## config.mk

```make
export PLATFORM = sky130hd
export DESIGN_NAME = wb_stage
export DESIGN_NICKNAME = d
export VERILOG_FILES = /design/src/rtl/wb_pkg.sv /design/src/rtl/wb_stage_load_align.sv /design/src/rtl/wb_stage.sv
export SDC_FILE = /design/constraint.sdc
export NUM_CORES = 1
export LEC_CHECK = 0
export CORE_MARGIN = 1.5
export CORE_UTILIZATION = 44
export CTS_CLUSTER_DIAMETER = 60
export DETAILED_ROUTE_END_ITERATION = 10
export PLACE_DENSITY = 0.76
export SKIP_LAST_GASP = 1
export SYNTH_ARGS = -nofsm -noshare
export SYNTH_HDL_FRONTEND = slang
export SYNTH_HIERARCHICAL = 1
export SYNTH_SLANG_ARGS = --single-unit
```

## constraint.sdc

```tcl
create_clock -name Clk -period 1.6 [get_ports Clk]
set_input_delay 0.16 -clock Clk [delete_from_list [all_inputs] [get_ports Clk]]
set_output_delay 0.16 -clock Clk [all_outputs]
set_load 0.03 [all_outputs]
```

## src/rtl/wb_pkg.sv

```systemverilog
// -----------------------------------------------------------------------------
// wb_pkg
// Shared definitions for the writeback stage and the ID/EX decoder.
//   XLEN        : integer register width (32)
//   wb_sel_e    : result-source select codes (ALU, load, PC+4, reserved)
//   F3_*        : load funct3 codes
//   sext8/sext16: sign-extension helpers for sub-word loads
// -----------------------------------------------------------------------------
package wb_pkg;

    localparam int XLEN = 32;

    typedef enum logic [1:0] {
        WB_ALU  = 2'd0,
        WB_LOAD = 2'd1,
        WB_PC4  = 2'd2,
        WB_RSVD = 2'd3
    } wb_sel_e;

    localparam logic [2:0] F3_LB  = 3'b000;
    localparam logic [2:0] F3_LH  = 3'b001;
    localparam logic [2:0] F3_LW  = 3'b010;
    localparam logic [2:0] F3_LBU = 3'b100;
    localparam logic [2:0] F3_LHU = 3'b101;

    function automatic logic [XLEN-1:0] sext8(input logic [7:0] b);
        return {{(XLEN-8){b[7]}}, b};
    endfunction

    function automatic logic [XLEN-1:0] sext16(input logic [15:0] h);
        return {{(XLEN-16){h[15]}}, h};
    endfunction

endpackage

```

## src/rtl/wb_stage_load_align.sv

```systemverilog
// -----------------------------------------------------------------------------
// load_align
// Combinational load data extraction for the writeback stage.
// Picks the byte/half lane out of the raw memory word, sign- or zero-extends
// according to funct3, and flags addresses that are not naturally aligned.
// Ports:
//   rdata      in  XLEN : raw data-memory word
//   funct3     in  3    : load type
//   addr_lo    in  2    : low address bits (byte lane)
//   ldata      out XLEN : extracted, extended load value
//   misaligned out 1    : access not naturally aligned for its size
// Codes outside the five load types extract as a full word and never flag
// misalignment.
// -----------------------------------------------------------------------------
module load_align
    import wb_pkg::*;
(
    input  logic [XLEN-1:0] rdata,
    input  logic [2:0]      funct3,
    input  logic [1:0]      addr_lo,
    output logic [XLEN-1:0] ldata,
    output logic            misaligned
);

    logic [7:0]  byte_v;
    logic [15:0] half_v;

    always_comb begin
        byte_v = rdata[7:0];
        case (addr_lo)
            2'd0:    byte_v = rdata[7:0];
            2'd1:    byte_v = rdata[15:8];
            2'd2:    byte_v = rdata[23:16];
            default: byte_v = rdata[31:24];
        endcase
    end

    // A half-word always sits in lane 0 or lane 1 of the word; addr_lo[0]
    // only matters for the misalignment check.
    assign half_v = addr_lo[1] ? rdata[31:16] : rdata[15:0];

    always_comb begin
        ldata = rdata;
        case (funct3)
            F3_LB:   ldata = sext8(byte_v);
            F3_LH:   ldata = sext16(half_v);
            F3_LBU:  ldata = {{(XLEN-8){1'b0}}, byte_v};
            F3_LHU:  ldata = {{(XLEN-16){1'b0}}, half_v};
            default: ldata = rdata;
        endcase
    end

    always_comb begin
        misaligned = 1'b0;
        case (funct3)
            F3_LW:         misaligned = (addr_lo != 2'd0);
            F3_LH, F3_LHU: misaligned = addr_lo[0];
            default:       misaligned = 1'b0;
        endcase
    end

endmodule

```

## src/rtl/wb_stage.sv

```systemverilog
// -----------------------------------------------------------------------------
// wb_stage
// Writeback stage: MEM/WB pipeline register, result-source mux, register-file
// write port and ID-stage forwarding export.
// Optional feature macro: WB_RETIRE_CNT_EN adds a 64-bit retired-instruction
// counter (retire_cnt) with a synchronous clear (retire_clr).
// Ports:
//   Clk, rst_n      : clock (rising edge), async active-low reset
//   mem_valid       : MEM holds a valid instruction
//   mem_stall       : MEM stalled; a bubble enters WB
//   mem_rd          : destination register
//   mem_reg_write   : instruction writes rd
//   mem_wb_sel      : result source (0 ALU, 1 load, 2 PC+4, 3 as ALU)
//   mem_funct3      : load type
//   mem_alu_result  : ALU result / load byte address
//   mem_pc_plus4    : link value
//   mem_rdata       : raw data-memory word
//   Write_reg       : register-file write index (always rd_q)
//   Write_data      : register-file write data
//   WEN             : register-file write enable
//   fwd_valid       : Write_data is live for ID forwarding (== WEN)
//   misalign_err    : WB instruction is a misaligned load
//   retire_clr      : (WB_RETIRE_CNT_EN) synchronous counter clear
//   retire_cnt      : (WB_RETIRE_CNT_EN) retired instruction count
// All outputs depend only on registered state.
// -----------------------------------------------------------------------------
module wb_stage
    import wb_pkg::*;
#(
    parameter int WB_SEL_W = 2
)
(
    input  logic                Clk,
    input  logic                rst_n,
    input  logic                mem_valid,
    input  logic                mem_stall,
    input  logic [4:0]          mem_rd,
    input  logic                mem_reg_write,
    input  logic [WB_SEL_W-1:0] mem_wb_sel,
    input  logic [2:0]          mem_funct3,
    input  logic [XLEN-1:0]     mem_alu_result,
    input  logic [XLEN-1:0]     mem_pc_plus4,
    input  logic [XLEN-1:0]     mem_rdata,
    output logic [4:0]          Write_reg,
    output logic [XLEN-1:0]     Write_data,
    output logic                WEN,
    output logic                fwd_valid,
    output logic                misalign_err
`ifdef WB_RETIRE_CNT_EN
    ,
    input  logic                retire_clr,
    output logic [63:0]         retire_cnt
`endif
);

    logic                valid_q;
    logic [4:0]          rd_q;
    logic                regw_q;
    logic [WB_SEL_W-1:0] sel_q;
    logic [2:0]          f3_q;
    logic [1:0]          addr_lo_q;
    logic [XLEN-1:0]     alu_q;
    logic [XLEN-1:0]     pc4_q;
    logic [XLEN-1:0]     rdata_q;

    logic [XLEN-1:0]     ldata;
    logic                la_misaligned;
    logic                is_load;
    logic                misaligned;

    // A stall only kills valid_q; the remaining fields simply hold, which
    // keeps them quiet without extra enables.
    always_ff @(posedge Clk or negedge rst_n) begin
        if (!rst_n) begin
            valid_q   <= 1'b0;
            rd_q      <= '0;
            regw_q    <= 1'b0;
            sel_q     <= '0;
            f3_q      <= '0;
            addr_lo_q <= '0;
            alu_q     <= '0;
            pc4_q     <= '0;
            rdata_q   <= '0;
        end else if (mem_stall) begin
            valid_q   <= 1'b0;
        end else begin
            valid_q   <= mem_valid;
            rd_q      <= mem_rd;
            regw_q    <= mem_reg_write;
            sel_q     <= mem_wb_sel;
            f3_q      <= mem_funct3;
            addr_lo_q <= mem_alu_result[1:0];
            alu_q     <= mem_alu_result;
            pc4_q     <= mem_pc_plus4;
            rdata_q   <= mem_rdata;
        end
    end

    load_align u_load_align (
        .rdata      (rdata_q),
        .funct3     (f3_q),
        .addr_lo    (addr_lo_q),
        .ldata      (ldata),
        .misaligned (la_misaligned)
    );

    assign is_load    = (sel_q == WB_SEL_W'(WB_LOAD));
    assign misaligned = is_load & la_misaligned;

    // Reserved select code falls through to the ALU result.
    always_comb begin
        Write_data = alu_q;
        if (is_load) begin
            Write_data = ldata;
        end else if (sel_q == WB_SEL_W'(WB_PC4)) begin
            Write_data = pc4_q;
        end
    end

    assign Write_reg    = rd_q;
    assign WEN          = valid_q & regw_q & (rd_q != 5'd0) & ~misaligned;
    assign fwd_valid    = WEN;
    assign misalign_err = valid_q & misaligned;

`ifdef WB_RETIRE_CNT_EN
    // Counts every instruction that completes, including ones that do not
    // write a register; misaligned loads trap and are not retired.
    always_ff @(posedge Clk or negedge rst_n) begin
        if (!rst_n) begin
            retire_cnt <= '0;
        end else if (retire_clr) begin
            retire_cnt <= '0;
        end else if (valid_q && !misaligned) begin
            retire_cnt <= retire_cnt + 64'd1;
        end
    end
`endif

endmodule
```

# Word-level counts from Yosys, hierarchy flattened
# Index checks and enable logic that the tools add are counted.
word_totals:
  reg_bits: 110
  in_bits: 111
  output_inout_bits: 40
  wordCells: 35
classes:
  eq_ne: 8
  muxes: 7
  bitwise: 6
  n_reduce_logical: 5
ops:
  columns: ["operator", "count"]
  rows:
  - ["one-hot mux 32 bit (4 select lines)", 1]
  - ["2-to-1 mux 32 bit", 2]
  - ["one-hot mux 8 bit (3 select lines)", 1]
  - ["2-to-1 mux 16 bit", 1]
  - ["equality test 3 bit, second input constant", 2]
  - ["AND 1 bit", 5]
  - ["nonzero test 5 bit", 1]
  - ["equality test 2 x 1 -> 1 bit, second input constant", 2]
  - ["equality test 2 bit, second input constant", 2]
  - ["equality test 3 x 1 -> 1 bit, second input constant", 1]
  - ["equality test 3 x 2 -> 1 bit, second input constant", 1]
  - ["zero test 3 bit", 1]
  - ["zero test 2 bit", 1]
  - ["one-hot mux 1 bit (2 select lines)", 1]
  - ["nonzero test 2 bit", 1]
  - ["OR reduction 2 bit", 1]
  - ["2-to-1 mux 1 bit", 1]
  - ["NOT 1 bit", 1]

# Logic depth before layout (Yosys ltp)
# Gate-level depths: netlist of the first run.
logic_depth:
  ltp_word: 6
  depth_mapped: 9
  depth_no_buf: 6

# Modules after synthesis
# Netlist of the first run, hierarchy kept.
modules_own_cells:
  columns: ["module", "n_inst", "cells_per_inst", "area_per_inst_um2", "seq_area_each_um2"]
  rows:
  - ["wb_stage", 1, 342, 5092.4, 2702.6]
  - ["load_align", 1, 119, 749.5, 0.0]

# Worst setup path before layout of the first run
# Ideal clock, no wire load.
synth_path:
  path_kind: "register to output"
  from: "reg f3_q[1]"
  to: "out Write_data[16]"
  t_arrival_ps: 1894
  t_required_ps: 1440
  path_slack_ps: -454
  path_stages_with_launch: 10
  n_path_buf: 3
  cell_sequence: "dfrtp_1 -> buf_6 -> nor3b_1 -> a22oi_2 -> and2_4 -> buf_6 -> buf_12 -> a21oi_2 -> mux2i_1 -> mux2i_1"
synth_between:
  elab_chain_len: 3
  elab_cells_between_ends: 6
  cone_classes: "3 x eq/ne; 2 x mux; 1 x reduce/logical"
synth_rtl:
  columns: ["item", "line", "source"]
  rows:
  - ["start: declaration", "wb_stage.sv:60", "logic [2:0] f3_q;"]
  - ["start signal: assignment", "wb_stage.sv:91", "f3_q <= mem_funct3;"]
  - ["equality test 3 bit, or another cell as far along", "wb_stage_load_align.sv:44", "case (funct3)"]
  - ["one-hot mux 32 bit (4 select lines) (*)", "wb_stage_load_align.sv:44", null]
  - ["via ldata[16]", "wb_stage.sv:66", "logic [XLEN-1:0] ldata;"]
  - ["2-to-1 mux 32 bit (*)", "wb_stage.sv:113", "if (is_load) begin"]
  - ["end: declaration", "wb_stage.sv:45", "output logic [XLEN-1:0] Write_data,"]
# Mark *: on every way through the listed nets, which the timed path passes. The rest lies on a longest branch.

# Final worst setup path of the first run
layout_path:
  from: "reg f3_q[1]"
  to: "out Write_data[8]"
# The elaborated chain is that of the path after synthesis.

==> results of run 1 <==
-- logic make-up after synthesis --
family,Yosys count,share of synthesized area
AO/OA/AOI/OAI,53,0.0593
buffers and inverters,41,0.0493
flip-flops,108,0.463
multiplexers,213,0.391
AND/OR/NAND/NOR,46,0.0381
-- power by group through the flow --
stage	logic [mW]	registers (mW)	clock network [mW]
after floorplan	1.96	3.21	0
after global placement	2.99	3.22	0
after detailed placement	3.05	3.25	0
after CTS	3.27	3.20	2.27
after global routing	3.75	3.25	2.39
final	3.58	3.22	2.23
-- metal layers --
layer	wire, µm	part of all wire
met1	6850	0.42
met2	8490	0.52
met5	0	0
met4	277	0.017
met3	736	0.045
-- worst max-delay path by stage --
stage / slack [ns] / start / cells past startpoint / to
4_1_cts: -0.85 / f3_q[1]$_DFFE_PN0N_ / 10 / Write_data[14]
2_1_floorplan: -0.26 / addr_lo_q[0]$_DFFE_PN0N_ / 8 / Write_data[16]
3_3_place_gp: -0.76 / addr_lo_q[0]$_DFFE_PN0N_ / 7 / Write_data[16]
6_report: -0.87 / f3_q[1]$_DFFE_PN0N_ / 10 / Write_data[8]
5_1_grt: -0.93 / f3_q[1]$_DFFE_PN0N_ / 11 / Write_data[24]
3_5_place_dp: -0.85 / alu_q[1]$_DFFE_PN0N_ / 7 / Write_data[31]
-- cells in the final DEF, fill, tap and decap left out, types with 2 or more instances in the layout --
cell	n
nor2b_1	10
a21oi_1	8
or2_4	2
mux2i_2	20
mux2_2	112
dfrtp_4	2
o21ai_1	6
inv_1	2
nor2_1	2
buf_12	11
mux2i_1	47
nand2_1	25
clkdlybuf4s50_1	113
buf_4	56
mux2i_4	29
dfrtp_1	101
dfrtp_2	5
a22oi_2	8
clkbuf_16	11
buf_6	36
o21ai_2	2
clkbuf_1	3
a21oi_2	8
mux2_4	4
buf_8	2
a21oi_4	16
-- synth_stat cells --
| cell type | number | area share |
|---|---|---|
| o22ai_1 | 1 | 0.0011 |
| or4_1 | 1 | 0.0013 |
| mux2_4 | 1 | 0.0026 |
| buf_12 | 1 | 0.0034 |
| clkbuf_1 | 5 | 0.0032 |
| o211ai_1 | 1 | 0.0013 |
| buf_4 | 1 | 0.0013 |
| nand2_1 | 26 | 0.017 |
| buf_1 | 1 | 0.00064 |
| a22oi_2 | 1 | 0.0021 |
| nor3b_1 | 1 | 0.0013 |
| nor3_1 | 1 | 0.00086 |
| or2_1 | 1 | 0.0011 |
| o21ai_0 | 7 | 0.0060 |
| o21bai_1 | 1 | 0.0013 |
| a21oi_2 | 11 | 0.016 |
| buf_2 | 19 | 0.016 |
| o21ai_1 | 1 | 0.00086 |
| inv_1 | 2 | 0.0013 |
| o2111a_1 | 1 | 0.0019 |
| a22oi_1 | 8 | 0.010 |
| buf_6 | 12 | 0.023 |
| nand3b_1 | 1 | 0.0013 |
| nor2_1 | 2 | 0.0013 |
| and2_4 | 1 | 0.0015 |
| dfrtp_1 | 108 | 0.46 |
| mux2_1 | 2 | 0.0039 |
| mux2_2 | 114 | 0.22 |
| nor2b_1 | 11 | 0.012 |
| mux2i_1 | 96 | 0.16 |
| or2_2 | 1 | 0.0011 |
| a21oi_1 | 21 | 0.018 |
-- what timing repair did --
item / CTS / global route
setup buffers: 10 / 6
setup endpoints to repair: 35 / 35
hold buffers: 1 / 0
gates resized for setup: 127 / 63
gates cloned: 1 / 3
pin swaps: 9 / 13
hold endpoints to repair: 29 / 0
-- critical path, cell delays in order (launching register included) --
cell and delay [ns]:
dfrtp_1 0.42, buf_6 0.15, nor3b_4 0.18, a22oi_2 0.09, buf_4 0.15, or2_4 0.26, buf_12 0.16, a21oi_4 0.15
mux2i_2 0.11, mux2i_4 0.15, buf_6 0.15
-- final cells by class --
| class | count | area (µm²) | area share |
|---|---|---|---|
| flip-flops and latches | 108 | 2720 | 0.299 |
| multi-input cells | 313 | 3570 | 0.393 |
| repair buffers | 222 | 2290 | 0.253 |
| clock buffers | 13 | 250 | 0.0275 |
| clock inverters | 2 | 35.0 | 0.00386 |
| inverters | 2 | 7.51 | 0.000826 |
| well taps | 172 | 215 | 0.0237 |
-- through the flow --
stage | cell area [µm²] | setup WS, ns
4_1_cts | 8720 | -0.851
5_1_grt | 9090 | -0.926
3_5_place_dp | 8130 | -0.847
6_report | 9090 | -0.871
2_1_floorplan | 6240 | -0.263
3_3_place_gp | 8130 | -0.756
==> out/metrics.yaml, run 1 <==
status: "complete, but fails checks"
failed_checks: "negative setup slack"
grt_use_total: 0.232
finalPower_mw: 9.03
grt_pass1_wl_mm: 25.2
ys_warn_count: 6
grt_overflow_total: 0
numCtsBuffers: 9
drc_errors: 0
root_buffer: "clkbuf_16"
cellLeakagePower_nw: 3.72
totalWireLength_mm: 16.4
drive_gt1_frac: 0.509
use_met2: 0.396
fin_crit_ns: 2.47
finalHoldViolCount: 0
dp_cells: 798
cts.sinks: 108
synthToLayoutAreaGrowth_pct: 55.6
clock_latency_ns: 0.35
via_per_inst: 5.34
syn_nets: 572
core-area_um2: 12800
min_delay_path_depth: 3
syn_area_um2: 5840
drtPass1Iterations: 4
p_seq_frac: 0.356
rsz0062_at_grt: "true"
maxCapViolCount: 0
cts_buffer_depth: 2
ir_drop_mv: 0.606
grt_max_degree: 74
tightest_slew_ns: 0.474
switchingPower_mw: 2.88
p_comb_frac: 0.396
r2r_slack_ns: 0.34
clk_pin_slew_ns: 0.07
initial_core_util: 0.457
fill_cells: 871
pwr-share-clk: 0.247
routabilityCongestion: 0.776
crit_required_ns: 1.44
antenna_cells: 0
setup_ws_ns: -0.871
fmaxAchievable_mhz: 405
instances_no_fill: 832
h-tree-depth: 3
startpoint_type: "flip-flop"
antenna_found_initial: 0
setup.worst_path.class: "flip-flop to primary output"
r2r_cells: 4
port_buffers: 150
syn_inst: 461
fin_util: 0.711
fin_worst_skew_ns: 0
setup_viol: 35
wl_per_cell_um: 19.7
nets: 767
p_sw_frac: 0.319
largestRegisters: "pc4_q x32, rdata_q x32, alu_q x31"
arrival_ns: 2.31
hold_class: "input pin to flip-flop"
endpoint_kind: "primary output"
vias: 4446
p_int_mw: 6.15
slew_headroom: 0.684
post-route-period-util: 1.54
r2r-end: "f3_q[1]$_DFFE_PN0N_"
die_h_um: 118
fin_setup_tns_ns: -25.93
drtIter0Drc: 127
timing.rr.start: "f3_q[1]$_DFFE_PN0N_"
worstPathMaxFanout: 7
grt_pass1_vias: 4715
dp_hpwl_mm: 11.3
synth_cell_types: 32
die_w_um: 118
use_met3: 0.0468
power.density_nw_per_um2: 994
hold_ws_ns: 0.261
cts_tree: "done"
rows: 41
worstHoldStart: "mem_stall"
slew_violations: 0
yosysSeqAreaShare: 0.463
syn_avg_cell_area_um2: 12.7
io_pins: 151
min_to: "valid_q$_DFF_PN0_"
ys_ff_latch: 108
busiest_layer: "met2"
design.die.area_um2: 14000
met1_usage: 0.293
drtAntennaViolNets: 0
Note: power is estimated with default switching activity, not from simulation.
==> run 2: changes to the inputs <==
--- a/config.mk
+++ b/config.mk
@@ -5,11 +5,12 @@
 export SDC_FILE = /design/constraint.sdc
 export NUM_CORES = 1
 export LEC_CHECK = 0
-export CORE_MARGIN = 1.5
-export CORE_UTILIZATION = 44
+export CORE_MARGIN = 2
+export CORE_UTILIZATION = 45
 export CTS_CLUSTER_DIAMETER = 60
 export DETAILED_ROUTE_END_ITERATION = 10
-export PLACE_DENSITY = 0.76
+export PLACE_DENSITY = 0.78
+export SKIP_CTS_REPAIR_TIMING = 1
 export SKIP_LAST_GASP = 1
 export SYNTH_ARGS = -nofsm -noshare
 export SYNTH_HDL_FRONTEND = slang
==> out/metrics.yaml, run 2 (synthesis gave the netlist of run 1 again) <==
cts.sinks: 108
cts_tree: "done"
fmaxAchievable_mhz: 402
cellLeakagePower_nw: 3.68
dp_hpwl_mm: 11.4
finalHoldViolCount: 0
drtIter0Drc: 182
slew_violations: 0
crit_chain: "mux2_4 -> a22oi_2 -> buf_4 -> or2_4 -> buf_4 -> a21oi_2 -> mux2i_2 -> mux2i_4 -> buf_6"
vias: 4414
final_common_cell: "mux2_2"
nets: 771
root_buffer: "clkbuf_16"
h-tree-depth: 3
die_h_um: 118
grt_overflow_total: 0
crit_required_ns: 1.44
synthToLayoutAreaGrowth_pct: 52.2
design.die.area_um2: 13900
drtAntennaViolNets: 0
wl_per_cell_um: 18.6
clock_latency_ns: 0.35
cts_buffer_depth: 2
grt_pass1_wl_mm: 24.2
largestRegisters: "pc4_q x32, rdata_q x32, alu_q x31"
drive_gt1_frac: 0.516
worstHoldStart: "mem_stall"
fin_util: 0.702
setup_ws_ns: -0.886
setup.worst_path.class: "flip-flop to primary output"
worstPathMaxFanout: 3
startpoint_type: "flip-flop"
tightest_slew_ns: 0.476
rows: 41
path_buf_inv: 3
rsz0062_at_grt: "true"
post-route-period-util: 1.55
core-area_um2: 12700
crit_slowest_cell: "dfrtp_2"
hold_class: "input pin to flip-flop"
fin_crit_ns: 2.49
die_w_um: 118
crit_top_cell: "buf_4"
timing.rr.start: "alu_q[1]$_DFFE_PN0N_"
setup_viol: 35
crit_family: "multiplexers"
antenna_found_initial: 0
routabilityCongestion: 0.834
r2r_slack_ns: 0.45
io_pins: 151
fin_worst_skew_ns: 0
numCtsBuffers: 9
arrival_ns: 2.33
grt_max_degree: 43
clk_pin_slew_ns: 0.07
status: "complete, but fails checks"
totalWireLength_mm: 15.5
failed_checks: "negative setup slack"
maxCapViolCount: 0
hold_ws_ns: 0.231
port_buffers: 150
via_per_inst: 5.27
dp_cells: 800
antenna_cells: 0
grt_pass1_vias: 4633
grt_use_total: 0.222
drc_errors: 0
slew_headroom: 0.682
slowest_delay_ns: 0.44
initial_core_util: 0.461
endpoint_kind: "primary output"
drtPass1Iterations: 4
layout_common_cells: "mux2_2, clkdlybuf4s50_1, dfrtp_1"
crit_path_start: "addr_lo_q[0]$_DFFE_PN0N_"
power.density_nw_per_um2: 1000
instances_no_fill: 837
ir_drop_mv: 0.778
[run 2: area by class of cell]
type / count / area, µm²
Fill cell: 926 / 3780
Multi-Input combinational cell: 313 / 3410
Sequential cell: 108 / 2720
Timing Repair Buffer: 226 / 2240
Clock buffer: 9 / 225
Tap cell: 172 / 215
Clock inverter: 7 / 77.6
Inverter: 2 / 7.51
[run 2: worst paths after layout]
| kind | endpoint | cells after the start |
|---|---|---|
| worst max register to register | alu_q[1]$_DFFE_PN0N_ | 3 |
| worst max-delay path | Write_data[12] | 9 |
| max in group asynchronous | pc4_q[9]$_DFFE_PN0N_ | 3 |
| min in group asynchronous | alu_q[19]$_DFFE_PN0N_ | 2 |
| worst min-delay path | rdata_q[21]$_DFFE_PN0N_ | 2 |
| worst min register to register | pc4_q[2]$_DFFE_PN0N_ | 1 |
[run 2: metrics by stage]
step | area (µm²) | setup TNS [ns] | setup WS [ns] | power (mW)
2_1_floorplan | 6240 | -5.47 | -0.263 | 5.17
3_3_place_gp | 8140 | -17.62 | -0.745 | 6.21
3_5_place_dp | 8140 | -18.80 | -0.818 | 6.29
4_1_cts | 8450 | -33.04 | -1.25 | 8.60
5_1_grt | 8890 | -29.22 | -0.954 | 9.27
6_report | 8890 | -27.02 | -0.886 | 8.89
[run 2: layer usage]
metal | up-vias | track usage | wire length [µm]
li1 | 2070 | - | -
met1 | 2202 | 0.283 | 6680
met2 | 118 | 0.370 | 7730
met3 | 24 | 0.0528 | 780
met4 | 0 | 0.0761 | 339
met5 | - | 0 | 0
[run 2: power breakdown]
| part | switching [mW] | total [mW] | internal, mW | leakage [nW] |
|---|---|---|---|---|
| clock | 1.07 | 2.29 | 1.22 | 0.134 |
| combinational | 1.59 | 3.39 | 1.80 | 2.29 |
| sequential | 0.204 | 3.21 | 3.01 | 1.26 |
